<file path="src/rtl/hamming_pkg.sv">
// rtl/hamming_pkg.sv - shared widths, op/status codes and data-to-position table
// for the Hamming SECDED codec arbiter.
package hamming_pkg;

  localparam int DATA_W = 11;
  localparam int CODE_W = 16;

  localparam logic OP_ENC = 1'b0;
  localparam logic OP_DEC = 1'b1;

  typedef enum logic [1:0] {
    ST_OK   = 2'b00,
    ST_CORR = 2'b01,
    ST_DBL  = 2'b10
  } status_e;

  typedef enum logic [1:0] {
    S_IDLE = 2'd0,
    S_EXEC = 2'd1,
    S_RESP = 2'd2
  } state_e;

  // Entry i (4 bits, LSB first) is the codeword position of data bit i.
  localparam logic [4*DATA_W-1:0] DATA_POS_TBL = {
    4'd15, 4'd14, 4'd13, 4'd12, 4'd11, 4'd10, 4'd9, 4'd7, 4'd6, 4'd5, 4'd3
  };

  function automatic logic [3:0] data_pos(input int i);
    return DATA_POS_TBL[i*4 +: 4];
  endfunction

endpackage

</file>
<file path="src/rtl/hamming_secded_codec.sv">
// rtl/hamming_secded_codec.sv - combinational (16,11) SECDED encoder/decoder.
module hamming_secded_codec
  import hamming_pkg::*;
(
  input  logic              op,
  input  logic [CODE_W-1:0] din,
  output logic [CODE_W-1:0] dout,
  output status_e           status
);

  logic [CODE_W-1:0] enc_word;
  logic [CODE_W-1:0] fixed_word;
  logic [DATA_W-1:0] dec_data;
  logic [3:0]        par;
  logic [3:0]        syn;
  logic              overall;
  status_e           dec_status;

  always_comb begin
    enc_word = '0;
    par      = '0;
    for (int i = 0; i < DATA_W; i++) begin
      enc_word[data_pos(i)] = din[i];
      if (din[i]) par ^= data_pos(i);
    end
    enc_word[1] = par[0];
    enc_word[2] = par[1];
    enc_word[4] = par[2];
    enc_word[8] = par[3];
    enc_word[0] = ^enc_word[CODE_W-1:1];
  end

  always_comb begin
    syn = '0;
    for (int b = 1; b < CODE_W; b++) begin
      if (din[b]) syn ^= 4'(b);
    end
    overall    = ^din;
    fixed_word = din;
    dec_status = ST_OK;
    // Odd overall parity means a single error; syndrome 0 then points at bit 0.
    if (overall) begin
      fixed_word[syn] = ~din[syn];
      dec_status      = ST_CORR;
    end else if (syn != 4'd0) begin
      dec_status = ST_DBL;
    end
    for (int i = 0; i < DATA_W; i++) begin
      dec_data[i] = fixed_word[data_pos(i)];
    end
  end

  always_comb begin
    dout   = enc_word;
    status = ST_OK;
    if (op == OP_DEC) begin
      dout   = {{(CODE_W-DATA_W){1'b0}}, dec_data};
      status = dec_status;
    end
  end

endmodule

</file>
<file path="src/rtl/hamming_codec_arbiter.sv">
// rtl/hamming_codec_arbiter.sv - two-requester round-robin front end for the
// SECDED codec with registered responses and saturating error counters.
module hamming_codec_arbiter
  import hamming_pkg::*;
#(
  parameter int CNT_W = 8
) (
  input  logic              clk,
  input  logic              rst,
  input  logic [1:0]        req,
  input  logic [1:0]        op,
  input  logic [15:0]       wdata0,
  input  logic [15:0]       wdata1,
  output logic [1:0]        gnt,
  output logic              rsp_valid,
  output logic              rsp_id,
  output logic [15:0]       rsp_data,
  output logic [1:0]        rsp_status,
  input  logic              clr_cnt,
  output logic [CNT_W-1:0]  corr_cnt,
  output logic [CNT_W-1:0]  dbl_cnt,
  output logic              busy
);

  state_e            state_q, state_d;
  logic              prio_q, prio_d;
  logic              op_q, op_d;
  logic [15:0]       wdata_q, wdata_d;
  logic              id_q, id_d;
  logic [1:0]        gnt_q, gnt_d;
  logic              rsp_valid_q, rsp_valid_d;
  logic              rsp_id_q, rsp_id_d;
  logic [15:0]       rsp_data_q, rsp_data_d;
  status_e           rsp_status_q, rsp_status_d;
  logic [CNT_W-1:0]  corr_cnt_q, corr_cnt_d;
  logic [CNT_W-1:0]  dbl_cnt_q, dbl_cnt_d;
  logic              win;
  logic [15:0]       codec_data;
  status_e           codec_status;

  hamming_secded_codec u_codec (
    .op     (op_q),
    .din    (wdata_q),
    .dout   (codec_data),
    .status (codec_status)
  );

  always_comb begin
    state_d      = state_q;
    prio_d       = prio_q;
    op_d         = op_q;
    wdata_d      = wdata_q;
    id_d         = id_q;
    gnt_d        = 2'b00;
    rsp_valid_d  = 1'b0;
    rsp_id_d     = rsp_id_q;
    rsp_data_d   = rsp_data_q;
    rsp_status_d = rsp_status_q;
    win          = 1'b0;
    case (state_q)
      S_IDLE: begin
        if (req != 2'b00) begin
          // prio_q names the requester that was not granted last.
          win     = (req == 2'b11) ? prio_q : req[1];
          state_d = S_EXEC;
          id_d    = win;
          op_d    = op[win];
          wdata_d = win ? wdata1 : wdata0;
          gnt_d   = win ? 2'b10 : 2'b01;
          prio_d  = ~win;
        end
      end
      S_EXEC: begin
        state_d      = S_RESP;
        rsp_valid_d  = 1'b1;
        rsp_id_d     = id_q;
        rsp_data_d   = codec_data;
        rsp_status_d = codec_status;
      end
      S_RESP:  state_d = S_IDLE;
      default: state_d = S_IDLE;
    endcase
  end

  always_comb begin
    corr_cnt_d = corr_cnt_q;
    dbl_cnt_d  = dbl_cnt_q;
    if (clr_cnt) begin
      corr_cnt_d = '0;
      dbl_cnt_d  = '0;
    end else if (state_q == S_RESP) begin
      if (rsp_status_q == ST_CORR && corr_cnt_q != '1) corr_cnt_d = corr_cnt_q + CNT_W'(1);
      if (rsp_status_q == ST_DBL && dbl_cnt_q != '1)   dbl_cnt_d  = dbl_cnt_q + CNT_W'(1);
    end
  end

  always_ff @(posedge clk or posedge rst) begin
    if (rst) begin
      state_q      <= S_IDLE;
      prio_q       <= 1'b0;
      op_q         <= 1'b0;
      wdata_q      <= '0;
      id_q         <= 1'b0;
      gnt_q        <= 2'b00;
      rsp_valid_q  <= 1'b0;
      rsp_id_q     <= 1'b0;
      rsp_data_q   <= '0;
      rsp_status_q <= ST_OK;
      corr_cnt_q   <= '0;
      dbl_cnt_q    <= '0;
    end else begin
      state_q      <= state_d;
      prio_q       <= prio_d;
      op_q         <= op_d;
      wdata_q      <= wdata_d;
      id_q         <= id_d;
      gnt_q        <= gnt_d;
      rsp_valid_q  <= rsp_valid_d;
      rsp_id_q     <= rsp_id_d;
      rsp_data_q   <= rsp_data_d;
      rsp_status_q <= rsp_status_d;
      corr_cnt_q   <= corr_cnt_d;
      dbl_cnt_q    <= dbl_cnt_d;
    end
  end

  assign gnt        = gnt_q;
  assign rsp_valid  = rsp_valid_q;
  assign rsp_id     = rsp_id_q;
  assign rsp_data   = rsp_data_q;
  assign rsp_status = rsp_status_q;
  assign corr_cnt   = corr_cnt_q;
  assign dbl_cnt    = dbl_cnt_q;
  assign busy       = (state_q != S_IDLE);

endmodule

</file>
<file path="config.mk">
export PLATFORM = sky130hd
export DESIGN_NAME = hamming_codec_arbiter
export DESIGN_NICKNAME = d
export VERILOG_FILES = /design/src/rtl/hamming_pkg.sv /design/src/rtl/hamming_secded_codec.sv /design/src/rtl/hamming_codec_arbiter.sv
export SDC_FILE = /design/constraint.sdc
export NUM_CORES = 1
export LEC_CHECK = 0
export CAP_MARGIN = 30
export CORE_ASPECT_RATIO = 1.1
export CORE_UTILIZATION = 30
export CTS_BUF_LIST = sky130_fd_sc_hd__clkbuf_8
export DETAILED_ROUTE_END_ITERATION = 12
export PLACE_DENSITY = 0.61
export SLEW_MARGIN = 20
export SYNTH_ARGS = -nofsm -noshare
export SYNTH_HDL_FRONTEND = slang
export SYNTH_HIERARCHICAL = 1
export SYNTH_SLANG_ARGS = --single-unit
export TNS_END_PERCENT = 100
</file>
<file path="constraint.sdc">
create_clock -name clk -period 5.85 [get_ports clk]
set_input_delay 1.17 -clock clk [delete_from_list [all_inputs] [get_ports clk]]
set_output_delay 1.17 -clock clk [all_outputs]
set_load 0.05 [all_outputs]
</file>
; Yosys cells after proc, flatten, opt, wreduce, memory -nomap -nowiden
; Index checks and enable logic that the tools add are counted.
[classes]
reduce_logical = 15
n_bitwise = 26
mux = 52
n_eq_ne = 8
add_sub_neg = 2
n_lt_le_gt_ge = 3
[ops]
columns = op, count
row1 = $mux W4, 15
row2 = $mux W16, 3
row3 = $mux W8, 6
row4 = $not A3 Y3, 8
row5 = $mux W3, 7
row6 = $mux W2, 10
row7 = $not A2 Y2, 9
row8 = $add A8 B1 Y8 const B, 2
row9 = $bwmux W16, 1
row10 = $ne A8 B8 Y1 const B, 2
row11 = $reduce_xor A16 Y1, 1
row12 = $reduce_xor A15 Y1, 1
row13 = $reduce_bool A2 Y1, 5
row14 = $not A4 Y4, 2
row15 = $mux W1, 7
row16 = $eq A2 B2 Y1 const B, 3
row17 = $reduce_and A2 Y1, 3
row18 = $lt A4 B5 Y1 const B, 1
row19 = $bmux W1 S4, 1
row20 = $demux W1 S4, 1
row21 = $eq A2 B1 Y1 const B, 2
row22 = $ge A4 B1 Y1 const B, 1
row23 = $not A1 Y2, 2
row24 = $pmux W2 S2, 1
row25 = other kinds (7), 12
[totals]
reg_bits = 59
in_bits = 39
elab_cells = 118

; Logic depth before layout (Yosys ltp)
[logic_depth]
ltp_word = 33
ltp_mapped = 8
mapped_depth_nobuf = 7

; Modules after synthesis
; Netlist, hierarchy kept.
[by_module_without_submodules]
columns = mod, area_each_um2, n_inst, cells_per_inst, seq_area_each_um2
row1 = hamming_codec_arbiter, 2643.8, 1, 214, 1476.4
row2 = hamming_secded_codec, 1061.0, 1, 135, 0.0

; Least setup slack after synthesis
; OpenSTA, ideal clock, no wires.
[synth_path]
path_type = reg2reg
startpoint = reg wdata_q[3]
endpoint = reg rsp_data_q[10] (netlist: rsp_data[10])
period_less_slack_ps = 2509
path_slack_ps = 3341
arrival_time_ps = 2384
stages_incl_launch_ff = 9
required_time_ps = 5725
setup_time_ps = 125
path_cell_list = dfrtp_1 buf_4 xnor3_1 xnor3_2 xnor2_1 a211oi_1 o22ai_1 a31o_1 mux2_2
[synth_between]
elab_chain_len = 26
[synth_rtl]
columns = item, line_no
row1 = start: declaration, hamming_codec_arbiter.sv:28  ; logic [15:0] wdata_q, wdata_d;
row2 = start signal: assignment, hamming_codec_arbiter.sv:115  ; wdata_q <= wdata_d;
row3 = $mux W2, hamming_secded_codec.sv:36  ; if (din[b]) syn ^= 4'(b);
row4 = $mux W3, hamming_secded_codec.sv:36
row5 = $not A2 Y2 (no source line) or $mux W3 (tied branches), n/a
row6 = $mux W3 or $not A2 Y2 (tied branches), n/a
row7 = $mux W3, hamming_secded_codec.sv:36
row8 = $not A3 Y3 (no source line), n/a
row9 = $mux W3, hamming_secded_codec.sv:36
row10 = $mux W4, hamming_secded_codec.sv:36
row11 = [11 not listed], n/a
row12 = $lt A4 B5 Y1 (implied by the code) or $ge A4 B1 Y1 (tied branches), hamming_secded_codec.sv:43  ; fixed_word[syn] = ~din[syn];
row13 = $logic_and A1 B1 Y1 (implied by the code), hamming_secded_codec.sv:43
row14 = $mux W1 (implied by the code), hamming_secded_codec.sv:43
row15 = $demux W1 S4, n/a
row16 = $bwmux W16, hamming_secded_codec.sv:43
row17 = $mux W16 (*), hamming_secded_codec.sv:42  ; if (overall) begin
row18 = $mux W16 (*), hamming_secded_codec.sv:56  ; if (op == OP_DEC) begin
row19 = via codec_data[10], hamming_codec_arbiter.sv:38  ; logic [15:0] codec_data;
row20 = end signal: assignment, hamming_codec_arbiter.sv:120  ; rsp_data_q <= rsp_data_d;
row21 = end: declaration, hamming_codec_arbiter.sv:33  ; logic [15:0] rsp_data_q, rsp_data_d;
; The timed path passes the listed nets; every way through them passes the cells marked *. The select of a mux whose other input is x is not followed.
; A chain may end at the register's enable or synchronous reset.

; Worst setup path after layout
[layout_path]
startpoint = reg state_q[1]
endpoint = out busy
[layout_between]
elab_chain_len = 1
[layout_rtl]
columns = item, line_no
row1 = start: declaration, hamming_codec_arbiter.sv:25  ; state_e state_q, state_d;
row2 = start signal: assignment, hamming_codec_arbiter.sv:112  ; state_q <= state_d;
row3 = $reduce_bool A2 Y1, hamming_codec_arbiter.sv:134  ; assign busy = (state_q != S_IDLE);
row4 = end: declaration, hamming_codec_arbiter.sv:22  ; output logic busy
; Every way passes these cells.

==> impl_metrics.csv <==
group,metric,value,unit
status,outcome,"finished, final reports clean",
setup_path,reg2regPathDepth,7,
synthesis,ys.warnings.count,6,
synthesis,syn-instance-count,349,
synthesis,yosysMostFrequentCell,"dfrtp_1",
cts,cts.sinks,59,
synthesis,synth.area.top_cells,"dfrtp_1 (40%), xnor2_1 (8.3%), mux2i_1 (5.9%), mux2_2 (5.8%), nor2_1 (5.3%)",
finish,nets,465,
setup_path,r2r_end,"rsp_data[1]$_DFFE_PP0P_",
timing,fmax,340,MHz
floorplanning,start_util,30.8,%
timing,setup_slack,2.91,ns
cts,cts_setup_buffers,0,
timing,final_hold_viol_count,0,
placement,place_ws,2.99,ns
global_route,overflow,0,
global_route,grt_pass1_wl,14.2,mm
setup_path,required,4.68,ns
detailed_routing,routed_wl,8.40,mm
floorplanning,core,12000,sq um
cts,cts_resized,0,
setup_path,worst-r2r-setup-slack,2.98,ns
global_route,antenna_found_initial,0,
synthesis,synth.yosys.seq_area_share,39.9,%
timing,timing.final.crit_period,2.94,ns
setup_path,crit_arrival,1.77,ns
timing,slew_violations,0,
synthesis,yosysTopAreaCellShare,39.9,%
global_route,grt_max_degree,60,
timing,setup_viol,0,
cts,h-tree-depth,3,
cts,clockBufferDepth,2,
synthesis,synth_cell_types,59,
timing,slew_headroom,41.9,%
synthesis,netlist_area,3700,sq um
synthesis,synthFlopType,"dfrtp_1",
placement,port_buffers,77,
placement,place_congestion,0.825,
timing,rsz0062_at_grt,"false",
setup_path,r2r-start,"wdata_q[3]$_DFFE_PP0P_",
timing,fin_tns_setup,0,ns
setup_path,cp-start-kind,"register",
setup_path,cp_max_fo,5,
worst_hold_path,min_path_cells,1,
worst_hold_path,hp-class,"reg -> reg",
timing,final.setup_skew,0.00763,ns
floorplanning,die-area,12800,sq um
worst_hold_path,hold_path_end,"id_q$_DFFE_PP0P_",
synthesis,syn_area_per_cell,10.6,sq um
setup_path,cpLargestDelayFamily,"buffers and inverters",
floorplanning,dieHeight,119,um
detailed_routing,firstDrtPassIters,4,
finish,drive_above_1_share,14.7,%
detailed_routing,drc,0,
cts,clk_pin_slew_worst_paths,0.06,ns
cts,root_buffer,"clkbuf_8",
placement,dp_hpwl,6.24,mm
setup_path,crit_type,"reg -> out",
synthesis,syn_nets,390,
cts,clock_latency,0.34,ns
finish,syn_to_final_growth,29.8,%
timing,worst_pin_slew,0.871,ns
detailed_routing,vias_per_cell,4.83,
synthesis,synthTopCellsByCount,"dfrtp_1 (59), nor2_1 (52), xnor2_1 (35), mux2i_1 (22), xor2_1 (20)",
detailed_routing,wl_per_cell,14.4,um
floorplanning,std_cell_rows,42,
setup_path,crit_chain,"or2_1 > clkdlybuf4s50_1",
synthesis,synth_edf_count,0,
setup_path,critPathMaxStageDelay,0.72,ns
setup_path,critPathSlowestCell,"clkdlybuf4s50_1",
detailed_routing,first_iter_violations,141,
timing,fin_crit_sh,50.3,%
floorplanning,fp.dieW,108,um
setup_path,cp_num_buf_inv,1,
finish,antenna_cells,0,
synthesis,yosysTopAreaCell,"dfrtp_1",
flow_run,maxCapViolations,0,
worst_hold_path,min_from,"id_q$_DFFE_PP0P_",
synthesis,ys_seq_elements,59,
synthesis,async_reset_ff_share,100,%
floorplanning,io_pins,78,
detailed_routing,vias,2818,
global_route,grt_use_total,14.4,%
global_route,grt_pass1_vias,2822,
detailed_routing,ant_nets,0,
cts,holdBufCountCts,0,
cts,cts_buffers,9,
setup_path,crit_path_end_kind,"primary output",
cts,tritoncts,"done",
[registers in the layout, summed over array words and instances (netlist names), 2 cells and up]
register / cells
corr_cnt: 8
dbl_cnt: 8
rsp_data: 16
gnt: 2
rsp_status: 2
wdata_q: 16
state_q: 2
[logic make-up (layout without fill, tap and decap cells)]
kind of cell / Yosys count / after routing / synth area share (%)
buffers and inverters: 23 / 103 / 3.65
DFF: 59 / 59 / 39.9
xor gates and xnor gates: 65 / 65 / 18.5
muxes: 41 / 41 / 11.7
AOI/OAI and AO/OA: 65 / 65 / 12.4
and+or+nand+nor: 93 / 93 / 12.9
adders and majority gates: 3 / 3 / 0.946
[how the worst max path moves through the flow]
stage                      startpoint                  endpoint  cells after the start
2_1_floorplan                     rst   corr_cnt[0]$_DFFE_PP0P_                      1
3_3_place_gp                   req[0]    wdata_q[3]$_DFFE_PP0P_                      5
3_5_place_dp   wdata_q[3]$_DFFE_PP0P_  rsp_data[10]$_DFFE_PP0P_                      7
4_1_cts        state_q[1]$_DFFE_PP0P_                      busy                      2
5_1_grt        state_q[1]$_DFFE_PP0P_                      busy                      2
6_report       state_q[1]$_DFFE_PP0P_                      busy                      2
[layout make-up]
class | instances | area (sq um)
repair buffers | 79 | 793
multi-input cells | 267 | 2100
well taps | 154 | 193
clock inverters | 4 | 41.3
clock buffers | 12 | 165
flip-flops and latches | 59 | 1480
inverters | 8 | 35.0
fillers | 1124 | 7230
[stage by stage]
stage | area (sq um) | util (%) | instances | hold slack [ns]
6_report | 4810 | 40.0 | 583 | 0.495
5_1_grt | 4810 | 40.0 | 583 | 0.523
4_1_cts | 4790 | 39.8 | 582 | 0.504
3_5_place_dp | 4590 | 38.1 | 566 | 0.490
3_3_place_gp | 4580 | 38.1 | 566 | 0.469
2_1_floorplan | 3700 | - | 349 | 0.438
[placed cells by master (no fill, tap or decap), types with 2 or more instances in the layout]
cell type	Yosys	routed
clkdlybuf4s50_1	0	77
dfrtp_1	59	59
nor2_1	52	52
xnor2_1	35	35
mux2i_1	22	22
xor2_1	20	20
mux2_2	19	19
a21oi_1	16	16
clkbuf_8	0	12
a21oi_2	10	10
inv_1	7	9
a211oi_1	8	8
nand4_1	7	7
nor2b_1	6	6
o211ai_1	6	6
and3_1	4	4
o2111ai_1	4	4
and2_1	3	3
and4_1	3	3
xnor2_2	3	3
nand2_1	3	3
nand4_2	2	2
nand3_1	2	2
and4bb_2	2	2
o21ai_1	2	2
nor3_1	2	2
ha_1	2	2
xnor3_2	2	2
xor2_2	2	2
o21ai_0	3	2
a31oi_1	2	2
o22ai_1	2	2
a31o_1	2	2
[per-layer routing]
| layer | part of all wire, % | global-route usage, % |
|---|---|---|
| met1 | 45 | 18.5 |
| met2 | 51 | 23.4 |
| met3 | 3.1 | 3.36 |
| met4 | 1.0 | 5.14 |
| met5 | 0 | 0 |
[worst register-to-register path, delay by kind of cell, from the launching register on]
kind	cells	cell delay (ns)
xor gates and xnor gates	3	1.25
DFF	1	0.55
muxes	2	0.49
AOI/OAI and AO/OA	2	0.47
Power is left out: the tool's default activity adds up to more than one toggle a clock period on the data nets, which glitch-free logic cannot reach.
